===== config.mk =====
export PLATFORM = sky130hd
export DESIGN_NAME = arbitro_wrr_flat
export DESIGN_NICKNAME = d
export VERILOG_FILES = /design/src/rtl/arbitro_wrr_pkg.sv /design/src/rtl/arbitro_wrr_if.sv /design/src/rtl/arbitro_wrr_rr_pick4.sv /design/src/rtl/arbitro_wrr.sv /design/src/flat_wrapper.sv
export SDC_FILE = /design/constraint.sdc
export NUM_CORES = 1
export LEC_CHECK = 0
export BUFFER_PORTS_ARGS = -buffer_cell sky130_fd_sc_hd__buf_4
export CAP_MARGIN = 0
export CORE_MARGIN = 2
export CORE_UTILIZATION = 30
export CTS_BUF_LIST = sky130_fd_sc_hd__clkbuf_16
export DETAILED_ROUTE_END_ITERATION = 10
export PLACE_DENSITY = 0.57
export SLEW_MARGIN = 40
export SYNTH_ARGS = -nofsm -noshare
export SYNTH_HDL_FRONTEND = slang
export SYNTH_HIERARCHICAL = 1
export SYNTH_SLANG_ARGS = --single-unit

===== constraint.sdc =====
create_clock -name clk -period 2.5 [get_ports clk]
set_input_delay 0.25 -clock clk [delete_from_list [all_inputs] [get_ports clk]]
set_output_delay 0.25 -clock clk [all_outputs]
set_load 0.005 [all_outputs]

===== src/rtl/arbitro_wrr_pkg.sv =====
`default_nettype none
// ============================================================================
// Module   : arbitro_wrr_pkg
// Purpose  : Shared transaction-layer constants for the weighted round-robin
//            arbiter: class count, FSM state encoding, default class weights
//            and a small class-index helper.
// Ports    : none (package)
// Revision : 1.0 - initial release
// ============================================================================
package arbitro_wrr_pkg;

  localparam int c_NUM_CLASS = 4;

  localparam int c_DEF_WEIGHT_0 = 4;
  localparam int c_DEF_WEIGHT_1 = 3;
  localparam int c_DEF_WEIGHT_2 = 2;
  localparam int c_DEF_WEIGHT_3 = 1;

  typedef enum logic [0:0] {
    ST_IDLE  = 1'b0,
    ST_SERVE = 1'b1
  } state_t;

  // Next class in round-robin order; wraps 3 -> 0 through 2-bit overflow.
  function automatic logic [1:0] next_class(input logic [1:0] c);
    return c + 2'd1;
  endfunction

endpackage
`default_nettype wire


===== src/rtl/arbitro_wrr_if.sv =====
`default_nettype none
// ============================================================================
// Module   : arbitro_wrr_if
// Purpose  : Bundles the class-FIFO bank side and the downstream FIFO side of
//            the arbiter.
// Ports    : Enable, FIFO_empty[3:0], data_in_0..3, Almost_full (to arbiter)
//            Pop[3:0], Push, data_out, grant_id, busy          (from arbiter)
//            modport slave  - arbiter view
//            modport master - environment view
// Revision : 1.0 - initial release
// ============================================================================
interface arbitro_wrr_if #(
  parameter int DATA_W = 6
) ();

  logic              Enable;
  logic [3:0]        FIFO_empty;
  logic [DATA_W-1:0] data_in_0;
  logic [DATA_W-1:0] data_in_1;
  logic [DATA_W-1:0] data_in_2;
  logic [DATA_W-1:0] data_in_3;
  logic              Almost_full;
  logic [3:0]        Pop;
  logic              Push;
  logic [DATA_W-1:0] data_out;
  logic [1:0]        grant_id;
  logic              busy;

  modport slave (
    input  Enable, FIFO_empty, data_in_0, data_in_1, data_in_2, data_in_3,
           Almost_full,
    output Pop, Push, data_out, grant_id, busy
  );

  modport master (
    output Enable, FIFO_empty, data_in_0, data_in_1, data_in_2, data_in_3,
           Almost_full,
    input  Pop, Push, data_out, grant_id, busy
  );

endinterface
`default_nettype wire


===== src/rtl/arbitro_wrr_rr_pick4.sv =====
`default_nettype none
// ============================================================================
// Module   : arbitro_wrr_rr_pick4
// Purpose  : Combinational 4-way round-robin picker. Returns the first
//            requesting index found searching ptr, ptr+1, ... (mod 4).
// Ports    : req[3:0] - request vector
//            ptr[1:0] - search start index
//            valid    - at least one request present
//            idx[1:0] - selected index (equals ptr when no request)
// Revision : 1.0 - initial release
// ============================================================================
module arbitro_wrr_rr_pick4 (
  input  logic [3:0] req,
  input  logic [1:0] ptr,
  output logic       valid,
  output logic [1:0] idx
);

  logic [1:0] w_cand;

  // Walk offsets from farthest to nearest so the nearest hit wins.
  always_comb begin
    valid  = 1'b0;
    idx    = ptr;
    w_cand = ptr;
    for (int i = 3; i >= 0; i--) begin
      w_cand = ptr + 2'(i);
      if (req[w_cand]) begin
        valid = 1'b1;
        idx   = w_cand;
      end
    end
  end

endmodule
`default_nettype wire


===== src/rtl/arbitro_wrr.sv =====
`default_nettype none
// ============================================================================
// Module   : arbitro_wrr
// Purpose  : Weighted round-robin arbiter draining four class FIFOs into one
//            downstream FIFO. A class keeps the grant for up to WEIGHT_n
//            consecutive pops; the popped word is registered and pushed
//            downstream one cycle later.
// Ports    : clk   - clock, posedge
//            reset - synchronous active-high reset
//            bus   - arbitro_wrr_if.slave (FIFO flags/data in, Pop/Push/
//                    data_out/grant_id/busy out)
// Revision : 1.0 - initial release
// ============================================================================
module arbitro_wrr
  import arbitro_wrr_pkg::*;
#(
  parameter int DATA_W   = 6,
  parameter int WEIGHT_0 = c_DEF_WEIGHT_0,
  parameter int WEIGHT_1 = c_DEF_WEIGHT_1,
  parameter int WEIGHT_2 = c_DEF_WEIGHT_2,
  parameter int WEIGHT_3 = c_DEF_WEIGHT_3
) (
  input  logic           clk,
  input  logic           reset,
  arbitro_wrr_if.slave   bus
);

  state_t            r_state, w_state_nxt;
  logic [1:0]        r_rr_ptr, w_rr_ptr_nxt;
  logic [1:0]        r_gnt, w_gnt_nxt;
  logic [3:0]        r_burst_cnt, w_burst_cnt_nxt;
  logic [3:0]        w_pop;
  logic [1:0]        w_pop_idx;
  logic              w_pop_ok;
  logic              w_pick_valid;
  logic [1:0]        w_pick_idx;
  logic [DATA_W-1:0] w_data_sel;
  logic              r_push;
  logic [DATA_W-1:0] r_data_out;
  logic [1:0]        r_grant_id;

  function automatic logic [4:0] weight_of(input logic [1:0] c);
    case (c)
      2'd0:    return 5'(WEIGHT_0);
      2'd1:    return 5'(WEIGHT_1);
      2'd2:    return 5'(WEIGHT_2);
      default: return 5'(WEIGHT_3);
    endcase
  endfunction

  assign w_pop_ok = bus.Enable & ~reset & ~bus.Almost_full;

  arbitro_wrr_rr_pick4 u_pick (
    .req   (~bus.FIFO_empty),
    .ptr   (r_rr_ptr),
    .valid (w_pick_valid),
    .idx   (w_pick_idx)
  );

  always_comb begin
    w_state_nxt     = r_state;
    w_rr_ptr_nxt    = r_rr_ptr;
    w_gnt_nxt       = r_gnt;
    w_burst_cnt_nxt = r_burst_cnt;
    w_pop           = 4'b0000;
    w_pop_idx       = r_gnt;
    case (r_state)
      ST_IDLE: begin
        if (w_pop_ok && w_pick_valid) begin
          w_pop_idx          = w_pick_idx;
          w_pop[w_pick_idx]  = 1'b1;
          // A weight-1 class is a complete burst on its own; skip SERVE.
          if (weight_of(w_pick_idx) == 5'd1) begin
            w_rr_ptr_nxt = next_class(w_pick_idx);
          end else begin
            w_gnt_nxt       = w_pick_idx;
            w_burst_cnt_nxt = 4'd1;
            w_state_nxt     = ST_SERVE;
          end
        end
      end
      ST_SERVE: begin
        if (bus.Enable && !reset) begin
          if (bus.FIFO_empty[r_gnt]) begin
            // Early release: the granted class ran dry before its weight.
            w_state_nxt     = ST_IDLE;
            w_rr_ptr_nxt    = next_class(r_gnt);
            w_burst_cnt_nxt = 4'd0;
          end else if (!bus.Almost_full) begin
            w_pop[r_gnt] = 1'b1;
            if ({1'b0, r_burst_cnt} + 5'd1 == weight_of(r_gnt)) begin
              w_state_nxt     = ST_IDLE;
              w_rr_ptr_nxt    = next_class(r_gnt);
              w_burst_cnt_nxt = 4'd0;
            end else begin
              w_burst_cnt_nxt = r_burst_cnt + 4'd1;
            end
          end
          // Almost_full with data present: stall, grant and count held.
        end
      end
      default: w_state_nxt = ST_IDLE;
    endcase
  end

  always_comb begin
    case (w_pop_idx)
      2'd0:    w_data_sel = bus.data_in_0;
      2'd1:    w_data_sel = bus.data_in_1;
      2'd2:    w_data_sel = bus.data_in_2;
      default: w_data_sel = bus.data_in_3;
    endcase
  end

  always_ff @(posedge clk) begin
    if (reset) begin
      r_state     <= ST_IDLE;
      r_rr_ptr    <= 2'd0;
      r_gnt       <= 2'd0;
      r_burst_cnt <= 4'd0;
      r_push      <= 1'b0;
      r_data_out  <= '0;
      r_grant_id  <= 2'd0;
    end else begin
      r_state     <= w_state_nxt;
      r_rr_ptr    <= w_rr_ptr_nxt;
      r_gnt       <= w_gnt_nxt;
      r_burst_cnt <= w_burst_cnt_nxt;
      r_push      <= |w_pop;
      if (|w_pop) begin
        r_data_out <= w_data_sel;
        r_grant_id <= w_pop_idx;
      end
    end
  end

  assign bus.Pop      = w_pop;
  assign bus.Push     = r_push;
  assign bus.data_out = r_data_out;
  assign bus.grant_id = r_grant_id;
  assign bus.busy     = (r_state == ST_SERVE);

endmodule
`default_nettype wire


===== src/flat_wrapper.sv =====
// flat-port wrapper written by rule: the top's interface ports become plain ports
module arbitro_wrr_flat import arbitro_wrr_pkg::*;
#(
  parameter int DATA_W   = 6,
  parameter int WEIGHT_0 = c_DEF_WEIGHT_0,
  parameter int WEIGHT_1 = c_DEF_WEIGHT_1,
  parameter int WEIGHT_2 = c_DEF_WEIGHT_2,
  parameter int WEIGHT_3 = c_DEF_WEIGHT_3
)
  (clk, reset, bus_Enable, bus_FIFO_empty, bus_data_in_0, bus_data_in_1, bus_data_in_2, bus_data_in_3, bus_Almost_full, bus_Pop, bus_Push, bus_data_out, bus_grant_id, bus_busy);
  arbitro_wrr_if #(.DATA_W(DATA_W)) bus_i ();
  input  logic clk;
  input  logic reset;
  input wire logic [$bits(bus_i.Enable)-1:0] bus_Enable;
  input wire logic [$bits(bus_i.FIFO_empty)-1:0] bus_FIFO_empty;
  input wire logic [$bits(bus_i.data_in_0)-1:0] bus_data_in_0;
  input wire logic [$bits(bus_i.data_in_1)-1:0] bus_data_in_1;
  input wire logic [$bits(bus_i.data_in_2)-1:0] bus_data_in_2;
  input wire logic [$bits(bus_i.data_in_3)-1:0] bus_data_in_3;
  input wire logic [$bits(bus_i.Almost_full)-1:0] bus_Almost_full;
  output wire logic [$bits(bus_i.Pop)-1:0] bus_Pop;
  output wire logic [$bits(bus_i.Push)-1:0] bus_Push;
  output wire logic [$bits(bus_i.data_out)-1:0] bus_data_out;
  output wire logic [$bits(bus_i.grant_id)-1:0] bus_grant_id;
  output wire logic [$bits(bus_i.busy)-1:0] bus_busy;
  assign bus_i.Enable = bus_Enable;
  assign bus_i.FIFO_empty = bus_FIFO_empty;
  assign bus_i.data_in_0 = bus_data_in_0;
  assign bus_i.data_in_1 = bus_data_in_1;
  assign bus_i.data_in_2 = bus_data_in_2;
  assign bus_i.data_in_3 = bus_data_in_3;
  assign bus_i.Almost_full = bus_Almost_full;
  assign bus_Pop = bus_i.Pop;
  assign bus_Push = bus_i.Push;
  assign bus_data_out = bus_i.data_out;
  assign bus_grant_id = bus_i.grant_id;
  assign bus_busy = bus_i.busy;
  arbitro_wrr #(.DATA_W(DATA_W), .WEIGHT_0(WEIGHT_0), .WEIGHT_1(WEIGHT_1), .WEIGHT_2(WEIGHT_2), .WEIGHT_3(WEIGHT_3)) u_core (.clk(clk), .reset(reset), .bus(bus_i));
endmodule

After elaboration in Yosys (flattened, before gate mapping)
Cells that the tools add are included.
Cells by class
  multiplexer cells: 59
  bitwise logic cells: 7
  eq/ne operators: 14
  reductions and logical operators: 12
  add/sub/neg operators: 7
  magnitude comparators: 8
Operators by type and width (number)
  4-bit two-way mux: 10
  5-bit two-way mux: 6
  2-bit two-way mux: 12
  2-bit by 3-bit less-than comparator with 1-bit output, second input constant: 6
  3-bit one-hot mux with 3 select lines: 2
  6-bit one-hot mux with 3 select lines: 1
  1-bit two-way mux: 17
  4-bit one-hot mux with 2 select lines: 2
  1-bit binary-select mux with 2-bit select: 5
  2-bit by 1-bit adder with 2-bit output, second input constant: 3
  2-bit by 1-bit equality test with 1-bit output, second input constant: 3
  2-bit equality test, second input constant: 3
  2-bit logical NOT: 3
  3-bit inequality test, second input constant: 2
  4-bit by 1-bit adder with 5-bit output, second input constant: 1
  5-bit by 1-bit equality test with 1-bit output, second input constant: 1
  5-bit equality test: 1
  5-bit AND reduction: 1
  2-bit adder, second input constant: 2
  4-bit by 1-bit adder with 4-bit output, second input constant: 1
  1-bit demux with 2-bit select: 2
  2-bit by 1-bit >= comparator with 1-bit output, second input constant: 2
  1-bit logical AND: 4
  2-bit by 1-bit inequality test with 1-bit output, second input constant: 2
  other kinds (10): 15
Word-level totals
  bits in registers: 18
  word-level logic and storage cells: 114
  input port bits: 32
  output and inout bits: 14

Logic depth before layout (Yosys ltp)
Gate-level depths: netlist of run 1.
  depth in word-level cells: 15
  gate-level depth with buffers: 9
  mapped depth without buffers: 9

Modules after synthesis
Netlist of run 1, hierarchy kept.
Modules (own cells, without submodules)
  arbitro_wrr: area each 1318.8 um^2, seq. area each 360.3 um^2, times used 1, cells each 154
  arbitro_wrr_rr_pick4: area each 100.1 um^2, seq. area each 0.0 um^2, times used 1, cells each 16

Worst setup path after synthesis of run 1
Ideal clock, no wire load.
  path kind: register to register
  from: register u_core.r_rr_ptr[0]
  to: register u_core.r_rr_ptr[0]
  arrival: 2.195 ns
  period minus slack after synthesis: 2.265 ns
  path buffers: 0
  cell stages (with the launch flop): 9
  path slack: 0.235 ns
  library setup time: 0.070 ns
  data required time: 2.430 ns
  cells stage by stage: dfxtp_1 -> and2b_2 -> or4_1 -> nand2_1 -> nand2_1 -> nor2_1 -> o21ai_0 -> or4_2 -> a21oi_1
On the way
  longest elaborated chain between the ends: 14
  elaborated cells on any way between the ends: 34
  those cells by class: 4 x add/sub; 5 x eq/ne; 22 x mux; 3 x reduce/logical
RTL lines
  start, declared: RTL line arbitro_wrr.sv:29  | logic [1:0] r_rr_ptr, w_rr_ptr_nxt;
  start signal, assigned: RTL line arbitro_wrr.sv:126  | r_rr_ptr <= w_rr_ptr_nxt;
  2-bit adder: RTL line arbitro_wrr_rr_pick4.sv:27  | w_cand = ptr + 2'(i);
  1-bit binary-select mux with 2-bit select: RTL line arbitro_wrr_rr_pick4.sv:28  | if (req[w_cand]) begin
  1-bit two-way mux (implied by the code): RTL line arbitro_wrr_rr_pick4.sv:28
  2-bit two-way mux (3 in a row): RTL line arbitro_wrr_rr_pick4.sv:28
  2-bit two-way mux *: RTL line arbitro_wrr_rr_pick4.sv:28
  via u_core.w_pick_idx[1]: RTL line arbitro_wrr.sv:36  | logic [1:0] w_pick_idx;
  2-bit equality test, or another cell as far along: RTL line arbitro_wrr.sv:43  | case (c)
  3-bit one-hot mux with 3 select lines *: RTL line arbitro_wrr.sv:43
  5-bit two-way mux *: RTL line arbitro_wrr.sv:69  | if (w_pop_ok && w_pick_valid) begin
  5-bit two-way mux *: RTL line arbitro_wrr.sv:67  | case (r_state)
  5-bit by 1-bit equality test with 1-bit output *: RTL line arbitro_wrr.sv:73  | if (weight_of(w_pick_idx) == 5'd1) begin
  2-bit by 1-bit inequality test with 1-bit output (no source line) *
  5-bit AND reduction (no source line) *
The timed path passes the listed nets; every way through them passes the cells marked *. The select of a mux whose other input is x is not followed.
A chain may end at the register's enable or synchronous reset.

Worst setup path after layout of run 1
  from: register u_core.r_rr_ptr[0]
  to: output port bus_Pop[0]
On the way
  longest elaborated chain between the ends: 13
  elaborated cells on any way between the ends: 27
  those cells by class: 3 x add/sub; 2 x order compare; 20 x mux; 2 x reduce/logical
RTL lines
  2-bit adder: RTL line arbitro_wrr_rr_pick4.sv:27
  1-bit binary-select mux with 2-bit select: RTL line arbitro_wrr_rr_pick4.sv:28
  1-bit two-way mux (implied by the code): RTL line arbitro_wrr_rr_pick4.sv:28
  2-bit two-way mux (3 in a row): RTL line arbitro_wrr_rr_pick4.sv:28
  2-bit two-way mux *: RTL line arbitro_wrr_rr_pick4.sv:28
  via u_core.w_pick_idx[0]: RTL line arbitro_wrr.sv:36
  2-bit by 3-bit less-than comparator with 1-bit output (implied by the code) or 2-bit by 1-bit >= comparator with 1-bit output (tied branches): RTL line arbitro_wrr.sv:71  | w_pop[w_pick_idx] = 1'b1;
  1-bit logical AND (implied by the code): RTL line arbitro_wrr.sv:71
  1-bit two-way mux (implied by the code): RTL line arbitro_wrr.sv:71
  1-bit demux with 2-bit select *
  4-bit two-way mux *: RTL line arbitro_wrr.sv:69
  4-bit one-hot mux with 2 select lines *: RTL line arbitro_wrr.sv:67
  end, declared: RTL line flat_wrapper.sv:21  | output wire logic [$bits(bus_i.Pop)-1:0] bus_Pop;
Marked as above.

==> metrics.cfg, run 1 <==
[yosys]
synth_seq_cells=18
synthCells=170
yosysWarnings=6
synth_top_area_frac=0.2540
synthAdderAreaFrac=0.06173
synth_compound_area_frac=0.2584
synthXorXnorAreaFrac=0.03704
yosys.area_share.simple=0.3042
synthesis.area_mm2=0.001419
synth_area_leaders=dfxtp_1 25%, a211oi_1 6.9%, nor3b_1 6.3%
synth_edf_count=0
synth.net_count=209
synth_top_family_by_area=simple AND/OR/NAND/NOR gates
ys_async_sr_fraction=0
avgSynthCellArea_um2=8.346
ys_types=49
synth_ff_type=dfxtp_1
synth_mux_area_frac=0.02293
yosysSeqAreaShare=0.2540
yosysTopAreaCell=dfxtp_1

[layout]
synthToLayoutAreaGrowth_pct=38.71
regArea_um2=360.3
final_cell_count_no_fill=278
diodes=0
mostFrequentLayoutCells=58 x buf_4, 18 x dfxtp_1, 13 x a211oi_1
utilization=0.4251
multi_input_area_um2=973.4
n_fill_cell=511
final_common_cell=buf_4
drive_above_1_share=0.3259
nets=264

[sta]
drv_slew=0
max_freq_ghz=0.4312
hold_ws_ns=0.3223
finalSetupViolCount=0
finalCritPeriodShare=0.9276
slew_headroom=0.6151
final_hold_viol_count=0
skew_ns=0.002246
setup_tns_ns=0
period_minus_slack_ns=2.319
rsz0062_at_grt=false
worst_slew_pin_slew_ns=0.5774

[place]
place_hpwl_um=3031
post-place-cells=274
io_buffers=45
place.gp.congestion=0.8832

[drt]
drt-initial-drc-count=62
routed_wl_um=3934
vias=1440
ant_nets=0
firstDrtPassIters=4
route.detailed.wl_per_inst_um=14.15
drc=0
routed_via_density=5.180

[setup_path]
reg2reg_slack_ns=0.18
crit_slowest_cell=or4_1
required_ns=2.25
worstReg2RegEnd=u_core/r_rr_ptr[0]
critPathMaxFanout=4
path_buf_inv=2
slowest_delay_ns=0.59
critPathLaunchType=register
path_cells=buf_4 > and2b_1 > o21ai_0 > o221a_2 > or4_1 > o21ai_0 > buf_4
crit_family=simple AND/OR/NAND/NOR gates
crit_type=reg2out
endpoint_kind=output pin
reg2reg_depth=8
arrival_ns=2.07
worst_r2r_startpoint=u_core/r_rr_ptr[0]

[hold_path]
hold_class=in2reg
hold_path_depth=2
holdPathEnd=u_core/r_burst_cnt[1]
hp-start=reset

[clock_tree]
clock_latency_ns=0.25
htreeDepth=1
cts.path.max_buffers=2
cts_hold_buf=0
post_cts_buffers=0
cts_tree=built
clkSlewWorstSetupHoldPaths_ns=0.05
numCtsBuffers=3
root_buffer=clkbuf_16
cts.sinks=18

[floorplan]
ios=46
fp.dieH_um=72.77
chipWidth_um=72.77
row_count=25
core_mm2=0.004629
start_util=0.3065
fp.dieArea_mm2=0.005295

[grt]
grt_overflow=0
grt_start_max_net_pins=21
grt_use_total=0.1583
grt_pass1_wl_um=6527
grt_pass1_vias=1371
grt_antenna_before_repair=0

[power]
total_leakage_power_uw=0.0008039
cellPowerDensity_mw_per_mm2=442.0
ir_drop_v=0.0002083
total_power_uw=870.0

[job]
cap_violations=0

[outcome]
status=completed

==> logic make-up after synthesis <==
family                   after synthesis
AO/OA/AOI/OAI                         51
XOR/XNOR                               6
flip-flops                            18
buffers and inverters                 20
multiplexers                           2
adder cells (fa/ha/maj)                7
AND/OR/NAND/NOR                       66
==> metal layers <==
layer  wire length [µm]  track usage
met5                  0            0
met4                  0      0.04321
met3                214      0.03315
met2               1818       0.2525
met1               1901       0.2165
==> worst max path at each step <==
stage	from	end	slack, ns	depth (start not counted)
5_1_grt	u_core/r_rr_ptr[0]	bus_Pop[1]	0.01	8
4_1_cts	u_core/r_rr_ptr[0]	bus_Pop[1]	0.12	7
6_report	u_core/r_rr_ptr[0]	bus_Pop[0]	0.18	7
3_5_place_dp	bus_FIFO_empty[3]	u_core/r_rr_ptr[0]	0.06	10
2_1_floorplan	u_core/r_rr_ptr[0]	u_core/r_rr_ptr[0]	0.23	8
3_3_place_gp	bus_FIFO_empty[3]	u_core/r_rr_ptr[0]	0.12	10
==> report_power, final <==
part	internal [µW]	switching, µW
Combinational	118	105
Clock	213	118
Sequential	301	14.9
==> cells in the mapped netlist (2+ instances only) <==
cell and instances:
nor2_1 10, a211oi_1 13, clkbuf_1 6, nand2_1 5, o21a_1 2, and2b_2 2
inv_1 11, xnor2_1 4, nor3_1 5, nor4_1 2, a22o_1 2, nand3b_1 8
o21ai_1 2, dfxtp_1 18, nor3b_1 12, a21oi_1 6, o31ai_1 6, nor2b_1 2
ha_1 7, xor2_1 2, nand2b_1 3, or4_1 2, o21ai_0 10, nand3_1 5
==> sequential cells by signal, summed over array words and instances (netlist names) <==
name,cells
u_core/bus.Push,1
u_core/bus.busy,1
u_core/bus.data_out,6
u_core/bus.grant_id,2
u_core/r_burst_cnt,4
u_core/r_gnt,2
u_core/r_rr_ptr,2
==> area by class of cell <==
| class | count | share of cell area |
|---|---|---|
| Clock buffer | 3 | 0.03814 |
| Clock inverter | 1 | 0.001907 |
| Inverter | 11 | 0.02098 |
| Multi-Input combinational cell | 132 | 0.4946 |
| Sequential cell | 18 | 0.1831 |
| Tap cell | 54 | 0.03433 |
| Timing Repair Buffer | 59 | 0.2270 |
==> through the flow <==
| step | setup slack [ns] | instance area (µm²) |
|---|---|---|
| global route | 0.01128 | 1968 |
| CTS | 0.1153 | 1962 |
| finish | 0.1809 | 1968 |
| floorplan | 0.2347 | 1419 |
| detailed placement | 0.05770 | 1883 |
| global placement | 0.1175 | 1883 |
==> what timing repair did <==
action                                  in CTS  in global routing
gates resized for setup                      0                  2
endpoints found under the hold margin        0                  0
endpoints found under the setup margin       0                  2
(Power assumes the default switching activity.)
==> run 2: changes to the inputs <==
PLACE_DENSITY = 0.51   (was 0.57)
==> metrics.cfg, run 2 (synthesized netlist as in run 1, its figures left out) <==
[drt]
drc=0  ; unchanged
vias=1521  ; +5.6%
drt-initial-drc-count=55  ; -11%
routed_wl_um=4131  ; +5.0%
route.detailed.wl_per_inst_um=15.02  ; +6.2%
routed_via_density=5.531  ; +6.8%
ant_nets=0  ; unchanged
firstDrtPassIters=4  ; unchanged

[sta]
worst_slew_pin_slew_ns=0.6064  ; +0.02897 ns
finalCritPeriodShare=0.9516  ; +0.02393
drv_slew=0  ; unchanged
setup_tns_ns=0  ; unchanged
max_freq_ghz=0.4204  ; -2.5%
rsz0062_at_grt=false
period_minus_slack_ns=2.379  ; +0.05983 ns
slew_headroom=0.5957  ; -0.01931
final_hold_viol_count=0  ; unchanged
setup_slack_ns=0.1211  ; -0.05983 ns
skew_ns=0.007281  ; +0.005035 ns
finalSetupViolCount=0  ; unchanged

[layout]
largest_reg_flops=6  ; unchanged
diodes=0  ; unchanged
utilization=0.4200  ; -0.005135
final_common_cell=buf_4
nets=261  ; -1.1%
n_fill_cell=481  ; -5.9%
mostFrequentLayoutCells=56 x buf_4, 18 x dfxtp_1, 13 x a211oi_1
regArea_um2=360.3  ; unchanged
synthToLayoutAreaGrowth_pct=37.04
drive_above_1_share=0.3167  ; -0.009151
multi_input_area_um2=975.9  ; +0.26%
final_cell_area_mm2=0.001944  ; -1.2%

[place]
place_area_mm2=0.001861  ; -1.2%
io_buffers=45  ; unchanged
place.gp.congestion=0.7762  ; -12%
dp_slack_ns=0.08096  ; +0.02326 ns
place_hpwl_um=3189  ; +5.2%

[clock_tree]
cts_tree=built
cts_resized=1  ; +1
cts.path.max_buffers=2  ; unchanged
clkSlewWorstSetupHoldPaths_ns=0.06  ; about the same
post_cts_buffers=0  ; unchanged
cts_hold_buf=0  ; unchanged
numCtsBuffers=3  ; unchanged
root_buffer=clkbuf_16
cts.sinks=18  ; unchanged
htreeDepth=1  ; unchanged
clock_latency_ns=0.25  ; about the same

[floorplan]
ios=46  ; unchanged
row_count=25  ; unchanged
fp.dieH_um=72.77  ; unchanged
start_util=0.3065  ; unchanged
chipWidth_um=72.77  ; unchanged
fp.dieArea_mm2=0.005295  ; unchanged
core_mm2=0.004629  ; unchanged

[grt]
grt_antenna_before_repair=0  ; unchanged
grt_start_max_net_pins=21  ; unchanged
grt_pass1_wl_um=6872  ; +5.3%
grt_use_total=0.1657  ; +0.007363
grt_pass1_vias=1512  ; +10%
grt_overflow=0  ; unchanged

[setup_path]
path_buf_inv=1  ; -1
crit_type=reg2reg
endpoint_kind=register
critPathLaunchType=register
crit_family=simple AND/OR/NAND/NOR gates
crit_slowest_cell=or4b_1
arrival_ns=2.53  ; +0.46 ns
critPathMaxFanout=7  ; +3
slowest_delay_ns=0.49  ; -0.10 ns
path_cells=buf_4 > ha_1 > or3_1 > and4_2 > a31oi_4 > or4b_1 > o311ai_1
required_ns=2.65  ; +0.40 ns

[job]
cap_violations=0  ; unchanged

[power]
ir_drop_v=0.0002100  ; +0.79%
total_power_uw=868.7  ; -0.14%
total_leakage_power_uw=0.0007896  ; -1.8%
cellPowerDensity_mw_per_mm2=446.8  ; +1.1%

[outcome]
status=completed

[hold_path]
hold_class=in2reg

[run 2: power by group]
| part | switching (µW) | internal [µW] |
|---|---|---|
| logic | 107 | 114 |
| clock network | 119 | 213 |
| registers | 15.5 | 301 |
| total | 241 | 628 |
[run 2: path summary, 6_finish.rpt]
path,from,to,slack [ns],cells after the start
setup / recovery,u_core/r_gnt[0],u_core/r_burst_cnt[2],0.12,7
hold / removal,reset,u_core/r_burst_cnt[3],0.32,2
setup reg to reg,u_core/r_gnt[0],u_core/r_burst_cnt[2],0.12,7
hold reg to reg,u_core/bus.grant_id[1],u_core/bus.grant_id[1],0.49,2
[run 2: worst register-to-register path: stages, from the launching register on]
cell	delay, ns
dfxtp_1	0.39
buf_4	0.19
ha_1	0.23
or3_1	0.34
and4_2	0.26
a31oi_4	0.29
or4b_1	0.49
o311ai_1	0.10
[run 2: stage by stage]
step	std cells	hold WS, ns
finish	275	0.3175
CTS	275	0.3233
floorplan	170	0.4539
global route	275	0.3427
detailed placement	271	0.4761
global placement	271	0.4798
[run 2: final cells by class]
class,count,share of cell area
Timing Repair Buffer,56,0.2162
Sequential cell,18,0.1853
Inverter,11,0.02124
Tap cell,54,0.03475
Multi-Input combinational cell,132,0.5019
Clock inverter,1,0.001931
Clock buffer,3,0.03861
[run 2: metal layers]
layer	global-route usage	wire [µm]	part of all wire	vias to the layer above
met1	0.2111	1861	0.45	719
met4	0.06173	76	0.018	0
met5	0	0	0	-
met3	0.04006	237	0.057	10
met2	0.2707	1955	0.47	51
li1	-	-	-	741
